`config.mk`:
```
export PLATFORM = sky130hd
export DESIGN_NAME = store_queue
export DESIGN_NICKNAME = d
export VERILOG_FILES = /design/src/rtl/store_queue.sv
export SDC_FILE = /design/constraint.sdc
export NUM_CORES = 1
export LEC_CHECK = 0
export CAP_MARGIN = 10
export CORE_UTILIZATION = 55
export CTS_CLUSTER_DIAMETER = 120
export CTS_CLUSTER_SIZE = 20
export DETAILED_ROUTE_END_ITERATION = 10
export PLACE_DENSITY = 0.75
export SLEW_MARGIN = 15
export SYNTH_ARGS = -nofsm -noshare
export SYNTH_HDL_FRONTEND = slang
export SYNTH_SLANG_ARGS = --single-unit
```
`constraint.sdc`:
```
create_clock -name clk -period 10.7 [get_ports clk]
set_input_delay 1.07 -clock clk [delete_from_list [all_inputs] [get_ports clk]]
set_output_delay 1.07 -clock clk [all_outputs]
set_load 0.01 [all_outputs]
```
`src/rtl/store_queue.sv`:
```
// Store-side byte-lane packer and write FIFO feeding data memory over valid/ready.
// Optional tail merging of same-word stores is enabled by defining STORE_MERGE_EN.
module store_queue #(
    parameter int DEPTH = 4
) (
    input  logic                     clk,
    input  logic                     reset,
    input  logic                     st_valid,
    output logic                     st_ready,
    input  logic [1:0]               storeOP,
    input  logic [31:0]              st_addr,
    input  logic [31:0]              st_data,
    output logic                     dm_valid,
    input  logic                     dm_ready,
    output logic [31:0]              dm_addr,
    output logic [31:0]              dm_wdata,
    output logic [3:0]               dm_be,
    output logic                     misalign,
    output logic [$clog2(DEPTH):0]   count
);

    localparam int AW = $clog2(DEPTH);
    localparam logic [AW:0] FULL_CNT = (AW+1)'(DEPTH);

    typedef enum logic [1:0] {
        OP_SW  = 2'b00,
        OP_SB  = 2'b01,
        OP_SH  = 2'b10,
        OP_RSV = 2'b11
    } store_op_e;

    logic [31:0]   addr_q [DEPTH];
    logic [31:0]   data_q [DEPTH];
    logic [3:0]    be_q   [DEPTH];
    logic [AW-1:0] wr_ptr_q, wr_ptr_d;
    logic [AW-1:0] rd_ptr_q, rd_ptr_d;
    logic [AW:0]   count_q, count_d;
    logic          misalign_q, misalign_d;

    store_op_e     op;
    logic [31:0]   word_addr;
    logic [31:0]   pk_data;
    logic [3:0]    pk_be;
    logic          pk_aligned;
    logic          pk_is_store;
    logic          accept, push_req, alloc, merge, pop, empty, full;

    assign op        = store_op_e'(storeOP);
    assign word_addr = {st_addr[31:2], 2'b00};

    // NOTE: every output of a combinational block gets a default first so no latch is inferred.
    always_comb begin
        pk_data     = st_data;
        pk_be       = 4'b0000;
        pk_aligned  = 1'b0;
        pk_is_store = 1'b1;
        case (op)
            OP_SW: begin
                pk_be      = 4'b1111;
                pk_aligned = (st_addr[1:0] == 2'b00);
            end
            OP_SH: begin
                pk_data    = {2{st_data[15:0]}};
                pk_be      = st_addr[1] ? 4'b1100 : 4'b0011;
                pk_aligned = ~st_addr[0];
            end
            OP_SB: begin
                pk_data    = {4{st_data[7:0]}};
                pk_be      = 4'b0001 << st_addr[1:0];
                pk_aligned = 1'b1;
            end
            default: pk_is_store = 1'b0;
        endcase
    end

    assign empty    = (count_q == '0);
    assign full     = (count_q == FULL_CNT);
    assign accept   = st_valid && !full;
    assign pop      = !empty && dm_ready;
    assign push_req = accept && pk_is_store && pk_aligned;

`ifdef STORE_MERGE_EN
    logic [AW-1:0] tail_idx;
    assign tail_idx = wr_ptr_q - AW'(1);
    // A lone entry that is leaving this cycle cannot absorb the new store.
    assign merge = push_req && !empty && (addr_q[tail_idx] == word_addr)
                   && !(pop && count_q == (AW+1)'(1));
`else
    assign merge = 1'b0;
`endif
    assign alloc = push_req && !merge;

    always_comb begin
        wr_ptr_d   = wr_ptr_q;
        rd_ptr_d   = rd_ptr_q;
        count_d    = count_q + (AW+1)'(alloc) - (AW+1)'(pop);
        misalign_d = accept && pk_is_store && !pk_aligned;
        if (alloc) wr_ptr_d = wr_ptr_q + AW'(1);
        if (pop)   rd_ptr_d = rd_ptr_q + AW'(1);
    end

    // NOTE: storage is reset because the head entry drives dm_* directly and must read zero out of reset.
    always_ff @(posedge clk or posedge reset) begin
        if (reset) begin
            wr_ptr_q   <= '0;
            rd_ptr_q   <= '0;
            count_q    <= '0;
            misalign_q <= 1'b0;
            for (int i = 0; i < DEPTH; i++) begin
                addr_q[i] <= '0;
                data_q[i] <= '0;
                be_q[i]   <= '0;
            end
        end else begin
            wr_ptr_q   <= wr_ptr_d;
            rd_ptr_q   <= rd_ptr_d;
            count_q    <= count_d;
            misalign_q <= misalign_d;
            if (alloc) begin
                addr_q[wr_ptr_q] <= word_addr;
                data_q[wr_ptr_q] <= pk_data;
                be_q[wr_ptr_q]   <= pk_be;
            end
`ifdef STORE_MERGE_EN
            if (merge) begin
                be_q[tail_idx] <= be_q[tail_idx] | pk_be;
                for (int b = 0; b < 4; b++) begin
                    if (pk_be[b]) data_q[tail_idx][8*b +: 8] <= pk_data[8*b +: 8];
                end
            end
`endif
        end
    end

    assign st_ready = !full;
    assign dm_valid = !empty;
    assign dm_addr  = addr_q[rd_ptr_q];
    assign dm_wdata = data_q[rd_ptr_q];
    assign dm_be    = be_q[rd_ptr_q];
    assign misalign = misalign_q;
    assign count    = count_q;

endmodule
```
==> Word-level counts from Yosys, hierarchy flattened <==
Index checks and enable logic that the tools add are counted.
{ "word_totals": {"input_bits": 70, "ff_bits": 280, "word_cells": 64, "out_inout_bits": 74} }
{ "op_classes": {"add_sub_neg": 4, "reduce_logical": 13, "bitwise_logic": 3, "n_lt_le_gt_ge": 3, "n_mux": 21, "shift": 1, "eq_ne": 3} }
{ "op_table": {"columns": ["operator", "n"], "rows": [
  ["$bwmux 128", 2],
  ["$mux 32", 5],
  ["$bmux 32 s2", 2],
  ["$demux 32 s2", 1],
  ["$pmux 32 s2", 1],
  ["$bwmux 16", 1],
  ["$mux 4", 4],
  ["$pmux 4 s3", 1],
  ["$bmux 4 s2", 1],
  ["$demux 4 s2", 1],
  ["$ge 3x3->1 const B", 2],
  ["$logic_and 1x1->1", 6],
  ["$not 2->3", 2],
  ["$add 2x1->2 const B", 2],
  ["$logic_not 2->1", 2],
  ["$shl 1x2->4 const A", 1],
  ["$add 3x1->3", 1],
  ["$eq 3x3->1 const B", 1],
  ["$logic_not 1->1", 3],
  ["$logic_not 3->1", 1],
  ["$lt 3x1->1 const B", 1],
  ["$pmux 1 s3", 1],
  ["$reduce_or 3->1", 1],
  ["$sub 3x1->3", 1],
  ["other kinds (4)", 4]
]} }

==> Depth between registers and ports, before layout <==
Gate-level depths: netlist (run 1).
{ "logic_depth": {"word_depth": 7, "ltp_mapped": 10, "mapped_depth_nobuf": 10} }

==> Worst setup path after synthesis (run 1) <==
OpenSTA, ideal clock, no wires.
{ "synth_timing": {"path_type": "in2reg", "start": "in storeOP[1]", "end": "reg count_q[2] (netlist: count[2])", "cell_stages": 10, "n_path_buf": 0, "slack_ps": 7590, "setup_ps": 123, "arrival_time_ps": 2987, "t_required_ps": 10577, "path_cell_list": "inv_1 -> ha_1 -> nor2_1 -> a221oi_4 -> nand2_1 -> ha_1 -> inv_1 -> ha_1 -> fa_1 -> xnor2_1"} }
{ "synth_via": {"elab_chain_cells": 7} }
{ "synth_rtl": {"columns": ["item", "line", "source"], "rows": [
  ["start: declaration", "10", "input logic [1:0] storeOP,"],
  ["$eq 2x1->1, or another cell as far along", "57", "case (op)"],
  ["$reduce_or 3->1 (no line)", null, null],
  ["$mux 1", "57", null],
  ["$logic_and 1x1->1", "80", "assign push_req = accept && pk_is_store && pk_aligned;"],
  ["$logic_and 1x1->1 (*)", "80", null],
  ["$add 3x1->3 (*)", "96", "count_d = count_q + (AW+1)'(alloc) - (AW+1)'(pop);"],
  ["$sub 3x1->3 (*)", "96", null],
  ["named net count_d[2]", "37", "logic [AW:0] count_q, count_d;"],
  ["end signal: assignment", "117", "count_q <= count_d;"],
  ["end: declaration", "37", null]
]} }
The timed path passes the listed nets; every way through them passes the cells marked *.
A chain may end at the register's enable or synchronous reset.

==> Worst setup path after layout (run 1) <==
{ "layout_timing": {"start": "reg rd_ptr_q[1]", "end": "out dm_wdata[16]"} }
{ "layout_via": {"elab_chain_cells": 4} }
{ "layout_rtl": {"columns": ["item", "line", "source"], "rows": [
  ["start: declaration", "36", "logic [AW-1:0] rd_ptr_q, rd_ptr_d;"],
  ["start signal: assignment", "116", "rd_ptr_q <= rd_ptr_d;"],
  ["$not 2->3 (not written as such)", "138", "assign dm_wdata = data_q[rd_ptr_q];"],
  ["$bmux 32 s2", "138", null],
  ["$mux 32 (not written as such) (2 in a row)", "138", null],
  ["end: declaration", "16", "output logic [31:0] dm_wdata,"]
]} }
No other way between the ends. The select of a mux whose other input is x is not followed.

==> qor.tcl, run 1 <==
set qor(globalRouteOverflowTotal) 0
set qor(dominantRegCellSynth) {sky130_fd_sc_hd__dfrtp_1}
set qor(number_of_top_level_pins) 144
set qor(numPortBuffers) 141
set qor(most_frequently_used_cell_type_in_the_post_synthesis_netlist) {sky130_fd_sc_hd__dfrtp_1}
set qor(critPathLaunchType) {flip-flop}
set qor(clk_latency_ns) 0.50
set qor(tightestPinTransition_ns) 1.03
set qor(min_period_over_period) 0.396
set qor(wl_per_cell_um) 22.8
set qor(detailed_place_hpwl_mm) 17.3
set qor(synth_async_sr_flop_share) 1.00
set qor(path_clk_slew_ns) 0.08
set qor(dpl_cell_area_um2) 13900
set qor(synthTopCellsByArea) {sky130_fd_sc_hd__dfrtp_1 (55%), sky130_fd_sc_hd__mux2_2 (18%), sky130_fd_sc_hd__mux4_2 (12%)}
set qor(power.density_nw_per_um2) 286
set qor(period_minus_slack_ns) 4.23
set qor(synth_area_um2) 12400
set qor(initial_utilization) 0.564
set qor(drt_first_pass_iters) 8
set qor(numClockSinks) 272
set qor(grt_util_all_layers) 0.239
set qor(leakage_nw) 6.46
set qor(ys_seq_elements) 272
set qor(fp.coreArea_um2) 22000
set qor(synth_xor_area_frac) 0.00353
set qor(main_combinational_cell_family_by_area_after_synthesis) {multiplexers}
set qor(first_pass_grt_wire_length_mm) 43.5
set qor(initialDrtViolationCount) 330
set qor(synth-seq-area-share) 0.549
set qor(synth-edff-count) 0
set qor(yosysUniqueCellTypes) 33
set qor(post_synthesis_share_of_cell_area_spent_on_full_adders_half_adders_and_majority_gates) 0.0127
set qor(ctsResizeCount) 0
set qor(maximum_fanout_encountered_on_the_critical_timing_path) 45
set qor(mapped_cells) 766
set qor(cts_root_buf) {sky130_fd_sc_hd__clkbuf_16}
set qor(vias) 7058
set qor(synth_top_area_share) 0.549
set qor(slew_headroom) 0.315
set qor(tns_ns) 0
set qor(worstPathArrival_ns) 3.16
set qor(fin_skew_ns) 0.0162
set qor(status) {finished, violations left}
set qor(post_cts_buffers) 0
set qor(grt_start_max_net_pins) 110
set qor(final_design_instance_area_without_fill_um2) 14300
set qor(holdWs_ns) 0.495
set qor(first_global_vias) 8040
set qor(grt_setup_unrepaired) {no}
set qor(preCtsSetupSlack_ns) 6.11
set qor(failed_checks) {DRC}
set qor(routed_via_density) 6.07
set qor(holdCritPathClass) {flip-flop to flip-flop}
set qor(critPathKind) {flip-flop to output port}
set qor(yosys_warnings) 0
set qor(postCtsHoldBufs) 0
set qor(antennaDiodeCount) 0
set qor(drive_gt1_frac) 0.345
set qor(timing.max_cap.violations) 0
set qor(number_of_antenna_violations_at_the_first_check_in_global_routing) 0
set qor(worst_ep_required_time_ns) 9.63
set qor(layoutNonFillerInstCount) 1162
set qor(cts.path.max_buffers) 3
set qor(finalSetupViolCount) 0
set qor(final_max_slew_viol_count) 0
set qor(layout.nets) 963
set qor(die_area_um2) 23100
set qor(place.gp.congestion) 0.846
set qor(ant_nets) 0
set qor(post-synth-top-area-cell) {sky130_fd_sc_hd__dfrtp_1}
set qor(power.ir.vdd_worst_uv) 171
set qor(synthTopCellsByCount) {sky130_fd_sc_hd__dfrtp_1 (272), sky130_fd_sc_hd__mux2_2 (203), sky130_fd_sc_hd__mux4_2 (66), sky130_fd_sc_hd__mux2_1 (62), sky130_fd_sc_hd__buf_6 (20)}
set qor(timing.critical_path.to_type) {output port}
set qor(fmax_ghz) 0.236
set qor(dieWidth_um) 152
set qor(cts_htree_levels) 1
set qor(post-route-worst-setup-slack_ns) 6.47
set qor(die-height_um) 152
set qor(floorplan.rows) 54
set qor(finalHoldViolations) 0
set qor(power.total_mw) 4.10
set qor(synth_compound_area_frac) 0.0223
set qor(dpl.cell_count) 1142
set qor(cts-buffers-inserted) 17
set qor(layout.core_utilization) 0.653
set qor(yosys-mux-area-fraction) 0.361
set qor(average_instance_area_after_synthesis_um2) 16.2
set qor(layout.filler_cells) 1555
set qor(routed_wirelength_mm) 26.5
set qor(syn_to_final_growth_pct) 15.7
set qor(drc_errors) 10
set qor(tritoncts) {yes}
set qor(synth-simple-area-share) 0.0149
-- power by group --
group          total, mW  internal, mW  switching [mW]
clock              0.617         0.289           0.327
combinational       1.69          1.08           0.611
sequential          1.79          1.49           0.295
-- cell type report --
| cell class | count | area (µm²) | share of cell area |
|---|---|---|---|
| Clock buffer | 18 | 429 | 0.0300 |
| Tap cell | 280 | 350 | 0.0244 |
| Multi-Input combinational cell | 423 | 5170 | 0.361 |
| Inverter | 18 | 75.1 | 0.00524 |
| Clock inverter | 2 | 17.5 | 0.00122 |
| Timing Repair Buffer | 149 | 1470 | 0.103 |
| Sequential cell | 272 | 6810 | 0.476 |
-- cell usage in the layout (no fill, tap or decap), drive strengths merged, types with 2 or more instances in the layout --
master	Yosys	layout
a21oi	8	8
a22o	8	8
a22oi	8	8
and2	2	2
buf	44	8
clkbuf	10	18
clkdlybuf4s50	0	141
conb	1	2
dfrtp	272	272
ha	11	11
inv	18	20
mux2	265	265
mux4	66	66
nand2	10	10
nand2b	2	2
nand3	4	4
nor2	14	14
o22ai	8	8
xnor2	3	3
xor2	2	2
-- state kept, by name (all words and copies together), names as in the netlist --
name and cells:
data_q 128, addr_q 120, be_q 16, count 3
rd_ptr_q 2, wr_ptr_q 2, misalign 1
-- logic make-up after synthesis --
family | Yosys count
compound gates | 37
buf+inv | 72
simple gates | 36
fa+ha+maj | 12
other cells | 1
mux | 331
xor+xnor | 5
flops | 272
-- critical path: stages (launching register included) --
cell and delay [ns]:
sky130_fd_sc_hd__dfrtp_4 0.95, sky130_fd_sc_hd__buf_4 0.57, sky130_fd_sc_hd__mux4_2 0.62, sky130_fd_sc_hd__clkdlybuf4s50_1 0.50
-- final timing paths --
kind,to,slack [ns],cells past startpoint,startpoint
worst max-delay path,dm_wdata[16],6.47,3,rd_ptr_q[1]$_DFFE_PP0P_
worst min register to register,addr_q[36]$_DFFE_PP0P_,0.50,1,addr_q[36]$_DFFE_PP0P_
worst min-delay path,addr_q[36]$_DFFE_PP0P_,0.50,1,addr_q[36]$_DFFE_PP0P_
max in group asynchronous,rd_ptr_q[1]$_DFFE_PP0P_,7.02,4,reset
worst max register to register,data_q[52]$_DFFE_PP0P_,7.80,5,count[1]$_DFF_PP0_
min in group asynchronous,addr_q[101]$_DFFE_PP0P_,1.07,2,reset
-- layer usage --
layer  global-route usage  vias to the layer above  routed length [µm]
li1                     -                     3048                   -
met1                0.311                     3763               10600
met2                0.426                      197               13900
met3               0.0285                       50                1400
met4               0.0666                        0                 604
met5                    0                        -                   0
No activity file was read; power rests on OpenSTA's default activity.
==> run 2, diff against run 1 <==
==> constraint.sdc (replaced) <==
create_clock -name clk -period 4.28 [get_ports clk]
set_input_delay 0.428 -clock clk [delete_from_list [all_inputs] [get_ports clk]]
set_output_delay 0.428 -clock clk [all_outputs]
set_load 0.01 [all_outputs]
==> run 2 against run 1 <==
Net effect: the flow still finishes with violations (DRC); sequential share of layout area is 0.46 points lower; design area is 0.97% higher; global-route usage is 0.057 points lower; wire length is 0.40% lower; sequential power is 150% higher; power grew to 2.5 times the previous value; critical path depth stayed put; hold slack worse by 0.27 ns; final cell count is 0.77% higher; die area stayed put; clock power is 150% higher; flip-flop and latch count stayed put.
==> qor.tcl, run 2 (synthesis results as in run 1) <==
set qor(most_common_cell_after_layout_fill_and_taps_aside) {sky130_fd_sc_hd__dfrtp_1}
set qor(layout.nets) 972
set qor(postCtsHoldBufs) 0
set qor(timing.rr.end) {addr_q[114]$_DFFE_PP0P_}
set qor(initialDrtViolationCount) 292
set qor(numPortBuffers) 141
set qor(clk_latency_ns) 0.50
set qor(die_area_um2) 23100
set qor(failed_checks) {DRC}
set qor(grt_util_all_layers) 0.238
set qor(first_pass_grt_wire_length_mm) 43.0
set qor(globalRouteOverflowTotal) 0
set qor(preCtsSetupSlack_ns) 0.578
set qor(ant_nets) 0
set qor(tightestPinTransition_ns) 0.884
set qor(wl_per_cell_um) 22.5
set qor(first_global_vias) 7732
set qor(drc_errors) 10
set qor(cts-buffers-inserted) 17
set qor(detailed_place_hpwl_mm) 17.7
set qor(vias) 6965
set qor(finalHoldViolations) 0
set qor(numClockSinks) 272
set qor(number_of_antenna_violations_at_the_first_check_in_global_routing) 0
set qor(tritoncts) {yes}
set qor(ctsResizeCount) 0
set qor(largest-register) {data_q}
set qor(finalSetupViolCount) 0
set qor(die-height_um) 152
set qor(worstRegToRegCells) 5
set qor(period_minus_slack_ns) 3.24
set qor(maximum_fanout_encountered_on_the_critical_timing_path) 36
set qor(slew_headroom) 0.411
set qor(min_period_over_period) 0.757
set qor(critPathKind) {flip-flop to output port}
set qor(layout_common_cells) {sky130_fd_sc_hd__dfrtp_1 (270), sky130_fd_sc_hd__mux2_2 (203), sky130_fd_sc_hd__clkdlybuf4s50_1 (141)}
set qor(power.density_nw_per_um2) 709
set qor(power.ir.vdd_worst_uv) 453
set qor(layout.core_utilization) 0.659
set qor(dieWidth_um) 152
set qor(cts_root_buf) {sky130_fd_sc_hd__clkbuf_16}
set qor(fin_skew_ns) 0.0194
set qor(dpl_cell_area_um2) 14000
set qor(worst_r2r_startpoint) {count[1]$_DFF_PP0_}
set qor(multiInputGateArea_um2) 5170
set qor(leakage_nw) 6.52
set qor(rrSetupSlack_ns) 1.67
set qor(fmax_ghz) 0.309
set qor(holdCritPathClass) {input port to asynchronous set/reset pin}
set qor(number_of_flip_flops_in_the_largest_register) 128
set qor(layoutNonFillerInstCount) 1171
set qor(leading_registers_by_flop_count) {data_q: 128 flops, addr_q: 120 flops, be_q: 16 flops}
set qor(sequential_cell_area_um2) 6810
set qor(initial_utilization) 0.564
set qor(worst_ep_required_time_ns) 3.85
set qor(grt_start_max_net_pins) 108
set qor(final_max_slew_viol_count) 0
set qor(layout.filler_cells) 1552
set qor(cts.path.max_buffers) 3
set qor(number_of_top_level_pins) 144
set qor(holdWs_ns) 0.222
set qor(routed_wirelength_mm) 26.4
set qor(drt_first_pass_iters) 7
set qor(syn_to_final_growth_pct) 16.8
set qor(floorplan.rows) 54
set qor(routed_via_density) 5.95
set qor(antennaDiodeCount) 0
set qor(post-route-worst-setup-slack_ns) 1.04
set qor(worstPathArrival_ns) 2.81
set qor(grt_setup_unrepaired) {no}
set qor(place.gp.congestion) 0.867
set qor(timing.critical_path.to_type) {output port}
set qor(status) {finished, violations left}
set qor(fp.coreArea_um2) 22000
set qor(final_design_instance_area_without_fill_um2) 14500
set qor(cts_htree_levels) 1
set qor(tns_ns) 0
set qor(post_cts_buffers) 0
set qor(timing.max_cap.violations) 0
set qor(critPathLaunchType) {flip-flop}
set qor(dpl.cell_count) 1151
set qor(power.total_mw) 10.3
set qor(drive_gt1_frac) 0.351
set qor(path_clk_slew_ns) 0.08
[run 2: cell count changes in the layout (fill, tap and decap cells not counted), sizes merged]
cell	delta
buf	+9
clkinvlp	+1
inv	-1
[run 2: worst max-delay path by stage]
stage          slack (ns)                    start                      end  cells after the start
2_1_floorplan        0.26                    reset  addr_q[100]$_DFFE_PP0P_                      1
3_3_place_gp         0.75               storeOP[0]       count[2]$_DFF_PP0_                     11
3_5_place_dp         0.58               storeOP[1]       count[2]$_DFF_PP0_                     11
4_1_cts              0.97  rd_ptr_q[0]$_DFFE_PP0P_             dm_wdata[28]                      3
5_1_grt              0.88  rd_ptr_q[0]$_DFFE_PP0P_              dm_addr[24]                      3
6_report             1.04  rd_ptr_q[0]$_DFFE_PP0P_             dm_wdata[28]                      3
[run 2: power by group]
part	switching [mW]	leakage [nW]	internal, mW	total (mW)
combinational	1.50	2.83	2.74	4.24
sequential	0.748	3.48	3.72	4.47
clock	0.821	0.220	0.724	1.54
[run 2: cell type report]
cell class                      instances  area share
Inverter                               18     0.00493
Multi-Input combinational cell        423       0.357
Clock inverter                          2     0.00121
Tap cell                              280      0.0242
Sequential cell                       272       0.471
Timing Repair Buffer                  158       0.112
Clock buffer                           18      0.0297
[run 2: layer usage]
layer | GRT usage | part of all wire | up-vias
li1 | - | - | 3067
met5 | 0 | 0 | -
met3 | 0.0334 | 0.052 | 32
met2 | 0.418 | 0.51 | 172
met4 | 0.0423 | 0.015 | 0
met1 | 0.323 | 0.43 | 3694
[run 2: worst max-delay path, cell delays in order (launching register included)]
cell and delay (ns):
sky130_fd_sc_hd__dfrtp_4 0.87, sky130_fd_sc_hd__buf_12 0.35, sky130_fd_sc_hd__mux4_2 0.57, sky130_fd_sc_hd__clkdlybuf4s50_1 0.49
==> run 3, diff against run 2 <==
==> constraint.sdc (replaced) <==
create_clock -name clk -period 3.3 [get_ports clk]
set_input_delay 0.33 -clock clk [delete_from_list [all_inputs] [get_ports clk]]
set_output_delay 0.33 -clock clk [all_outputs]
set_load 0.01 [all_outputs]
==> run 3 against run 2 <==
Net effect: the run still ends with DRC left; clock power grew 29%; sequential share of layout area shrank 0.72 points; die area is the same; count of clock-buffer cells in the layout is the same; hold slack lost 0.032 ns; critical path type unchanged; largest power group unchanged; highest routed layer unchanged.
==> qor.tcl, run 3 (synthesis results as in run 1) <==
set qor(cts_root_buf) {sky130_fd_sc_hd__clkbuf_16}
set qor(dieWidth_um) 152
set qor(path_cells) {buf_12 -> mux4_2 -> clkdlybuf4s50_1}
set qor(first_global_vias) 8013
set qor(initial_utilization) 0.564
set qor(layout_common_cells) {sky130_fd_sc_hd__dfrtp_1 (270), sky130_fd_sc_hd__mux2_2 (203), sky130_fd_sc_hd__clkdlybuf4s50_1 (141)}
set qor(path_clk_slew_ns) 0.08
set qor(finalSetupViolCount) 0
set qor(floorplan.rows) 54
set qor(drive_gt1_frac) 0.361
set qor(failed_checks) {DRC}
set qor(drt_first_pass_iters) 7
set qor(drc_errors) 10
set qor(numPortBuffers) 141
set qor(post_cts_buffers) 0
set qor(cts.path.max_buffers) 3
set qor(status) {finished, violations left}
set qor(holdWs_ns) 0.190
set qor(critPathLaunchType) {flip-flop}
set qor(power.net_switching_mw) 4.03
set qor(grt_util_all_layers) 0.242
set qor(pwr-share-clk) 0.148
set qor(critPathKind) {flip-flop to output port}
set qor(most_common_cell_after_layout_fill_and_taps_aside) {sky130_fd_sc_hd__dfrtp_1}
set qor(worstPathBufferInverterCount) 2
set qor(routed_via_density) 5.86
set qor(fin_skew_ns) 0.0131
set qor(globalRouteOverflowTotal) 0
set qor(routed_wirelength_mm) 26.6
set qor(critical_path.slowest_cell) {sky130_fd_sc_hd__dfrtp_4}
set qor(detailed_place_hpwl_mm) 18.5
set qor(seq_power_share) 0.428
set qor(tritoncts) {yes}
set qor(cts_htree_levels) 1
set qor(period_minus_slack_ns) 2.95
set qor(slew_headroom) 0.629
set qor(min_period_over_period) 0.893
set qor(die-height_um) 152
set qor(cts-buffers-inserted) 17
set qor(number_of_top_level_pins) 144
set qor(finalHoldViolations) 0
set qor(dpl.cell_count) 1164
set qor(number_of_antenna_violations_at_the_first_check_in_global_routing) 1
set qor(grt_setup_unrepaired) {no}
set qor(internal-power_mw) 9.40
set qor(postCtsHoldBufs) 0
set qor(fmax_ghz) 0.339
set qor(leading_registers_by_flop_count) {data_q: 128 flops, addr_q: 120 flops, be_q: 16 flops}
set qor(vias) 6941
set qor(tns_ns) 0
set qor(tightestPinTransition_ns) 0.557
set qor(wl_per_cell_um) 22.4
set qor(die_area_um2) 23100
set qor(power.ir.vdd_worst_uv) 520
set qor(timing.max_cap.violations) 0
set qor(holdCritPathClass) {input port to asynchronous set/reset pin}
set qor(place.gp.congestion) 0.853
set qor(numClockSinks) 272
set qor(layout.nets) 985
set qor(grt_start_max_net_pins) 97
set qor(power_switching_share) 0.300
set qor(power.share.combinational) 0.423
set qor(largest-register) {data_q}
set qor(maximum_fanout_encountered_on_the_critical_timing_path) 23
set qor(worstPathArrival_ns) 2.62
set qor(leakage_nw) 6.65
set qor(initialDrtViolationCount) 262
set qor(timing.critical_path.to_type) {output port}
set qor(worst_ep_required_time_ns) 2.97
set qor(fp.coreArea_um2) 22000
set qor(syn_to_final_growth_pct) 18.6
set qor(cpPeakStageDelay_ns) 0.75
set qor(first_pass_grt_wire_length_mm) 43.6
set qor(final_max_slew_viol_count) 0
set qor(ctsResizeCount) 0
set qor(critPathTopFamily) {buffers and inverters}
set qor(clk_latency_ns) 0.50
set qor(number_of_flip_flops_in_the_largest_register) 128
set qor(power.density_nw_per_um2) 914
set qor(layoutNonFillerInstCount) 1185
set qor(ant_nets) 0
## run 3: cell types whose count changed in the layout (fill, tap and decap cells not counted)
| cell | delta |
|---|---|
| sky130_fd_sc_hd__buf_12 | +10 |
| sky130_fd_sc_hd__buf_4 | +3 |
| sky130_fd_sc_hd__diode_2 | +1 |
## run 3: area by class of cell
type	instances	area, µm²
Fill cell	1500	7270
Sequential cell	272	6810
Multi-Input combinational cell	423	5170
Timing Repair Buffer	171	1840
Clock buffer	18	429
Tap cell	280	350
Inverter	18	71.3
Clock inverter	2	17.5
Antenna cell	1	2.50
## run 3: final timing paths
path,startpoint,endpoint,slack (ns),cells past startpoint
max in group asynchronous,reset,addr_q[54]$_DFFE_PP0P_,2.28,3
min,reset,addr_q[101]$_DFFE_PP0P_,0.19,2
max,rd_ptr_q[0]$_DFFE_PP0P_,dm_addr[31],0.35,3
min reg2reg,data_q[72]$_DFFE_PP0P_,data_q[72]$_DFFE_PP0P_,0.49,1
max reg2reg,count[1]$_DFF_PP0_,addr_q[78]$_DFFE_PP0P_,0.86,6
min in group clk,data_q[72]$_DFFE_PP0P_,data_q[72]$_DFFE_PP0P_,0.49,1
## run 3: per-stage QoR
step / power [mW] / instance area (µm²) / utilization / worst slack, ns
after global routing: 14.2 / 14700 / 0.669 / 0.228
after global placement: 11.2 / 14200 / 0.649 / 0.397
final: 13.4 / 14700 / 0.669 / 0.353
after CTS: 13.6 / 14700 / 0.669 / 0.300
after floorplan: 8.99 / 12400 / - / -0.625
after detailed placement: 11.6 / 14200 / 0.649 / 0.338
## run 3: power by group through the flow
stage	sequential, mW	clock [mW]	combinational (mW)
3_3_place_gp	5.66	0	5.58
3_5_place_dp	5.84	0	5.75
4_1_cts	5.77	2.06	5.78
2_1_floorplan	5.37	0	3.62
6_report	5.75	1.99	5.68
5_1_grt	5.98	2.18	6.08
## run 3: metal layers
metal  up-vias  share of wire  global-route usage
li1       3085              -                   -
met2       140           0.53               0.428
met5         -              0                   0
met4         0          0.017              0.0569
met1      3681           0.41               0.315
met3        35          0.048              0.0408
